[config.mk]
export PLATFORM = sky130hd
export DESIGN_NAME = div_16x8_seq
export DESIGN_NICKNAME = d
export VERILOG_FILES = /design/src/rtl/div_16x8_seq.sv
export SDC_FILE = /design/constraint.sdc
export NUM_CORES = 1
export LEC_CHECK = 0
export BUFFER_PORTS_ARGS = -buffer_cell sky130_fd_sc_hd__buf_2
export CAP_MARGIN = 5
export CORE_MARGIN = 3
export CORE_UTILIZATION = 51
export CTS_CLUSTER_SIZE = 28
export DETAILED_ROUTE_END_ITERATION = 7
export GPL_TIMING_DRIVEN = 0
export PLACE_DENSITY = 0.76
export SLEW_MARGIN = 20
export SYNTH_ARGS = -nofsm -noshare
export SYNTH_HDL_FRONTEND = slang
export SYNTH_SLANG_ARGS = --single-unit
[constraint.sdc]
create_clock -name clk -period 2.3 [get_ports clk]
set_input_delay 0.69 -clock clk [delete_from_list [all_inputs] [get_ports clk]]
set_output_delay 0.69 -clock clk [all_outputs]
set_load 0.02 [all_outputs]
[src/rtl/div_16x8_seq.sv]
`default_nettype none
// ============================================================================
//  Module      : div_16x8_seq
//  Description : Sequential restoring divider, 16-bit unsigned dividend by
//                8-bit unsigned divisor, giving an 8-bit quotient and an 8-bit
//                remainder. Valid/ready handshake on both sides, one quotient
//                bit per RUN cycle. Divide-by-zero and quotient overflow are
//                detected at the accept edge and answered without iterating.
//  Options     : APPROX_DIV_TRUNC_EN - when defined, only 8-TRUNC iterations
//                run; the low TRUNC quotient bits are forced to zero and the
//                remainder is that of floor(A/2^TRUNC) by B.
//  Revision    : 1.0 - initial release
// ============================================================================
module div_16x8_seq #(
    parameter int TRUNC = 2
) (
    input  logic        clk,
    input  logic        rst,
    input  logic        in_valid,
    output logic        in_ready,
    input  logic [15:0] A,
    input  logic [7:0]  B,
    output logic        out_valid,
    input  logic        out_ready,
    output logic [7:0]  Q,
    output logic [7:0]  REM,
    output logic        div_err
);

    // Number of RUN iterations per operation.
`ifdef APPROX_DIV_TRUNC_EN
    localparam logic [3:0] c_ITERS = 4'(8 - TRUNC);
`else
    localparam logic [3:0] c_ITERS = 4'd8;
`endif

    // TRUNC is only meaningful in 1..6; reject anything else at elaboration.
    generate
        if (TRUNC < 1 || TRUNC > 6) begin : g_trunc_range
            $error("div_16x8_seq: TRUNC must be in 1..6");
        end
    endgenerate

    typedef enum logic [1:0] {
        S_IDLE = 2'b00,
        S_RUN  = 2'b01,
        S_DONE = 2'b10
    } state_t;

    state_t      r_state;
    state_t      w_state_next;

    logic [7:0]  r_b;        // latched divisor
    logic [7:0]  r_a_lo;     // remaining dividend bits, MSB is the next one
    logic [7:0]  r_p;        // partial remainder; always < divisor, so 8 bits
    logic [7:0]  r_quo;      // quotient bits collected so far
    logic [3:0]  r_cnt;      // iterations completed
    logic [7:0]  r_q;
    logic [7:0]  r_rem;
    logic        r_err;

    logic        w_accept;
    logic        w_op_err;
    logic        w_last;
    logic [8:0]  w_p_shift;
    logic        w_ge;
    logic [7:0]  w_p_sub;
    logic [7:0]  w_p_next;
    logic [7:0]  w_quo_next;
    logic [7:0]  w_q_final;

    assign w_accept   = in_valid && (r_state == S_IDLE);
    // B==0 is also caught by the compare, but is kept explicit for clarity.
    assign w_op_err   = (B == 8'd0) || (A[15:8] >= B);
    assign w_last     = (r_cnt == (c_ITERS - 4'd1));

    // One restoring step: shift in the next dividend bit, subtract if it fits.
    assign w_p_shift  = {r_p, r_a_lo[7]};
    assign w_ge       = (w_p_shift >= {1'b0, r_b});
    // The difference is below B whenever it is taken, so modulo-256 is exact.
    assign w_p_sub    = w_p_shift[7:0] - r_b;
    assign w_p_next   = w_ge ? w_p_sub : w_p_shift[7:0];
    assign w_quo_next = {r_quo[6:0], w_ge};

`ifdef APPROX_DIV_TRUNC_EN
    // Skipped iterations leave zeros in the low quotient bits.
    assign w_q_final  = w_quo_next << TRUNC;
`else
    assign w_q_final  = w_quo_next;
`endif

    assign in_ready   = (r_state == S_IDLE);
    assign out_valid  = (r_state == S_DONE);
    assign Q          = r_q;
    assign REM        = r_rem;
    assign div_err    = r_err;

    // State register with synchronous reset.
    always_ff @(posedge clk) begin
        if (rst) begin
            r_state <= S_IDLE;
        end else begin
            r_state <= w_state_next;
        end
    end

    // Next-state logic for the IDLE/RUN/DONE handshake sequence.
    always_comb begin
        w_state_next = r_state;
        case (r_state)
            S_IDLE: begin
                if (in_valid) begin
                    w_state_next = w_op_err ? S_DONE : S_RUN;
                end
            end
            S_RUN: begin
                if (w_last) begin
                    w_state_next = S_DONE;
                end
            end
            S_DONE: begin
                if (out_ready) begin
                    w_state_next = S_IDLE;
                end
            end
            default: begin
                w_state_next = S_IDLE;
            end
        endcase
    end

    // Datapath: operand capture, restoring iterations and result registers.
    always_ff @(posedge clk) begin
        if (rst) begin
            r_b    <= 8'd0;
            r_a_lo <= 8'd0;
            r_p    <= 8'd0;
            r_quo  <= 8'd0;
            r_cnt  <= 4'd0;
            r_q    <= 8'd0;
            r_rem  <= 8'd0;
            r_err  <= 1'b0;
        end else if (w_accept) begin
            r_b    <= B;
            r_a_lo <= A[7:0];
            r_p    <= A[15:8];
            r_quo  <= 8'd0;
            r_cnt  <= 4'd0;
            if (w_op_err) begin
                r_q   <= 8'hFF;
                r_rem <= A[7:0];
                r_err <= 1'b1;
            end
        end else if (r_state == S_RUN) begin
            r_p    <= w_p_next;
            r_a_lo <= {r_a_lo[6:0], 1'b0};
            r_quo  <= w_quo_next;
            r_cnt  <= r_cnt + 4'd1;
            if (w_last) begin
                r_q   <= w_q_final;
                r_rem <= w_p_next;
                r_err <= 1'b0;
            end
        end
    end

endmodule
`default_nettype wire

==> summary.md <==
| Metric | Value |
|---|---|
| Sequential share of the synthesized area | `35.3%` |
| Max Cap Violations | `0` |
| Die height | `83.5 um` |
| Leak | `1.50 nW` |
| Worst-skew pair later-pin latency | `0.32 ns` |
| Crit-path max cell delay | `0.42 ns` |
| Hold_buf cts | `0` |
| # DRC | `0` |
| Pwr dens | `857 nW/um^2` |
| R2R Setup Slk | `0.07 ns` |
| Fmax achieved | `448 MHz` |
| Initial antenna violation count | `0` |
| Worst-Margin Slew | `0.666 ns` |
| Skew final | `0.0115 ns` |
| Hold Path Class | `register to register` |
| 1st-iter DRT viols | `284` |
| Tcrit/Tclk final | `97.1%` |
| Synth unique cells | `62` |
| DRT antenna net count | `0` |
| Combinational Power Share | `45.1%` |
| Worst setup EP type | `register` |
| TritonCTS Buffers | `5` |
| CP max-delay cell | `o31a_4` |
| Final WL | `8.32 mm` |
| CP Cell Sequence | `inv_1 > ha_1 > nand3_1 > o31a_4 > buf_4 > a2111oi_4 > a31oi_2 > a311oi_2` |
| Critical Path RT | `2.53 ns` |
| Sequential Power Share | `36.2%` |
| Final setup viols | `0` |
| Peak supply drop | `463 uV` |
| Vias in the first global route | `2,712` |
| RSZ-0062 raised after global routing | `true` |
| Worst setup margin | `0.0667 ns` |
| Relative max-transition margin | `55.6%` |
| Post-DP HPWL | `6.19 mm` |
| Core area | `5640 um^2` |
| Share of post-route cells with drive strength above 1 | `22.6%` |
| Mean Syn Cell Area | `8.10 um^2` |
| WHS | `0.463 ns` |
| Syn Inst Count | `378` |
| Hold Path Depth | `2` |
| Worst R2R Start | `r_b[2]$_SDFFE_PP0P_` |
| Rows | `27` |
| Critical path class | `register to register` |
| Sw Ratio | `41.2%` |
| Starting Density | `54.3%` |
| Critical Path Start Type | `register` |
| Yosys Warn Count | `0` |
| I/O Pins | `47` |
| Port Buffers | `46` |
| Ys async rst share | `0%` |
| First-pass GRT wire length | `13.6 mm` |
| Hold Vio Cnt, Final | `0` |
| Reg clk slew, reported paths | `0.11 ns` |
| Int Power | `1.82 mW` |
| Root buf cell | `clkbuf_8` |
| Worst hold path endpoint | `r_b[4]$_SDFFE_PP0P_` |
| Total GRT Usage | `23.8%` |
| #FFs+latches synth | `54` |
| EDFF count, synth | `0` |
| Synthesized Nets | `424` |
| Post-layout min period | `2.23 ns` |
| Clock Path Buffers | `2` |
| Post-Place Worst Slack | `-0.279 ns` |
| Layout net count | `479` |
| Largest net degree at the start of global routing | `20` |
| Synth Flop Type | `dfxtp_1` |
| Final-report max-slew violation count | `0` |
| R2r endpoint | `REM[2]$_SDFFE_PP0P_` |
| Die width | `83.5 um` |
| H-tree depth | `2` |
| Hold Startpoint | `r_b[4]$_SDFFE_PP0P_` |
| Detailed Routing Iterations Pass 1 | `5` |
| Clock share of power | `18.7%` |
| Total number of vias | `2,971` |
| Synthesis-to-layout area growth | `17.7%` |
| Run status | `finished, final reports clean` |
| Placer Congestion | `0.883` |
| CTS tree | `yes` |
| Diodes inserted | `0` |
| Vias per std cell | `5.87` |
| Clk sink count | `54` |
| WL/cell | `16.5 um` |
| Worst endpoint data arrival time | `2.46 ns` |
| DIE AREA | `6970 um^2` |
| R2R depth | `8` |
| NetSw | `1.27 mW` |
| Grt ovf | `0` |
| Critical path fanouts, max | `5` |
| Setup TNS Final | `0 ns` |
| Syn Std Cell Area | `3060 um^2` |
-- worst max-delay path: cells and delay by family (launching register included) --
family | cells | cell delay, ns
buffers and inverters | 2 | 0.20
adders and majority gates | 1 | 0.35
AOI/OAI and AO/OA | 4 | 1.08
and+or+nand+nor | 1 | 0.17
DFF | 1 | 0.34
-- cells in the final DEF, fill, tap and decap left out, types with 4 or more instances in the layout --
cell type	n
a211oi_1	7
a21oi_1	28
a311oi_1	5
buf_2	48
buf_4	5
clkbuf_1	16
clkbuf_8	5
dfxtp_1	52
ha_1	14
inv_1	24
nand2_1	58
nand2b_1	9
nor2_1	32
nor2b_1	4
nor3_1	25
nor3_2	4
o21ai_0	9
o21ai_1	5
-- synthesized netlist by cell type (3+ instances only) --
master / n / share of area [%]
o22ai_1: 3 / 0.61
o21ai_0: 11 / 1.8
a311oi_2: 3 / 1.5
o21ai_1: 3 / 0.49
or2_2: 3 / 0.61
inv_1: 24 / 2.9
nand2_1: 58 / 7.1
nand2b_1: 9 / 1.8
xor2_1: 3 / 0.86
ha_1: 17 / 6.9
a211oi_1: 7 / 1.7
clkbuf_1: 16 / 2.0
mux2i_1: 3 / 0.98
dfxtp_1: 54 / 35
buf_2: 4 / 0.65
a21oi_1: 28 / 4.6
o21a_1: 3 / 0.74
nor2b_1: 5 / 1.0
nor3_1: 29 / 4.7
nor2_1: 32 / 3.9
a21o_1: 3 / 0.74
a311oi_1: 5 / 1.4
o221ai_1: 3 / 0.86
-- power by group through the flow --
| stage | logic, mW | registers, mW | clock network (mW) |
|---|---|---|---|
| 2_1_floorplan | 0.914 | 1.16 | 0 |
| 3_3_place_gp | 1.24 | 1.13 | 0 |
| 3_5_place_dp | 1.26 | 1.13 | 0 |
| 4_1_cts | 1.28 | 1.11 | 0.579 |
| 5_1_grt | 1.51 | 1.13 | 0.623 |
| 6_report | 1.39 | 1.12 | 0.577 |
-- kinds of logic after synthesis --
kind of cell | count (synthesis) | share of synthesized area, %
simple gates | 154 | 23.5
compound gates | 97 | 24.8
flops | 54 | 35.3
buf+inv | 47 | 6.42
fa+ha+maj | 18 | 7.60
xor+xnor | 5 | 1.43
mux | 3 | 0.981
-- worst max path at each step --
stage                         from                  end  slack (ns)  depth (start not counted)
4_1_cts        r_b[6]$_SDFFE_PP0P_  r_p[5]$_SDFFE_PP0P_       0.002                          8
5_1_grt        r_b[4]$_SDFFE_PP0P_  r_p[3]$_SDFFE_PP0P_       -0.01                          8
2_1_floorplan                 A[8]  REM[7]$_SDFFE_PP0P_        0.03                          9
3_5_place_dp                  A[8]  REM[5]$_SDFFE_PP0P_       -0.28                         11
6_report       r_b[2]$_SDFFE_PP0P_  REM[2]$_SDFFE_PP0P_        0.07                          8
3_3_place_gp                  A[8]  REM[5]$_SDFFE_PP0P_       -0.24                         11
-- timing repair --
item / 4_1_cts / 5_1_grt
pin swaps: 1 / 3
resized for setup: 1 / 20
cloned: 0 / 0
buffers inserted: 0 / 2
setup endpoints to repair: 3 / 17
-- layout make-up --
cell class,count,area [um^2]
fillers,495,2040
flip-flops and latches,54,1080
plain buffers,23,111
well taps,72,90.1
clock buffers,5,68.8
multi-input cells,277,1890
clock inverters,3,28.8
repair buffers,48,245
inverters,24,90.1
-- stage by stage --
step           cells  cell area [um^2]  utilization [%]  total power [mW]
2_1_floorplan    378              3080                -              2.07
3_3_place_gp     496              3400             60.2              2.37
3_5_place_dp     496              3400             60.2              2.39
4_1_cts          504              3500             62.1              2.97
5_1_grt          506              3600             63.9              3.26
6_report         506              3600             63.9              3.09
-- per-layer routing --
metal | routed length [um] | GRT usage [%] | vias to the layer above | share of wire [%]
met1 | 3770 | 34.3 | 1413 | 45
met3 | 567 | 3.06 | 8 | 6.8
li1 | - | - | 1444 | -
met4 | 91 | 5.99 | 0 | 1.1
met2 | 3900 | 37.7 | 106 | 47
met5 | 0 | 0 | - | 0
-- flip-flops by register name (all words and copies together), names as in the netlist --
register / flops
Q: 8
r_b: 8
div_err: 1
r_quo: 7
r_p: 8
REM: 8
r_cnt: 4
r_state: 2
r_a_lo: 8
(Power assumes the default switching activity.)
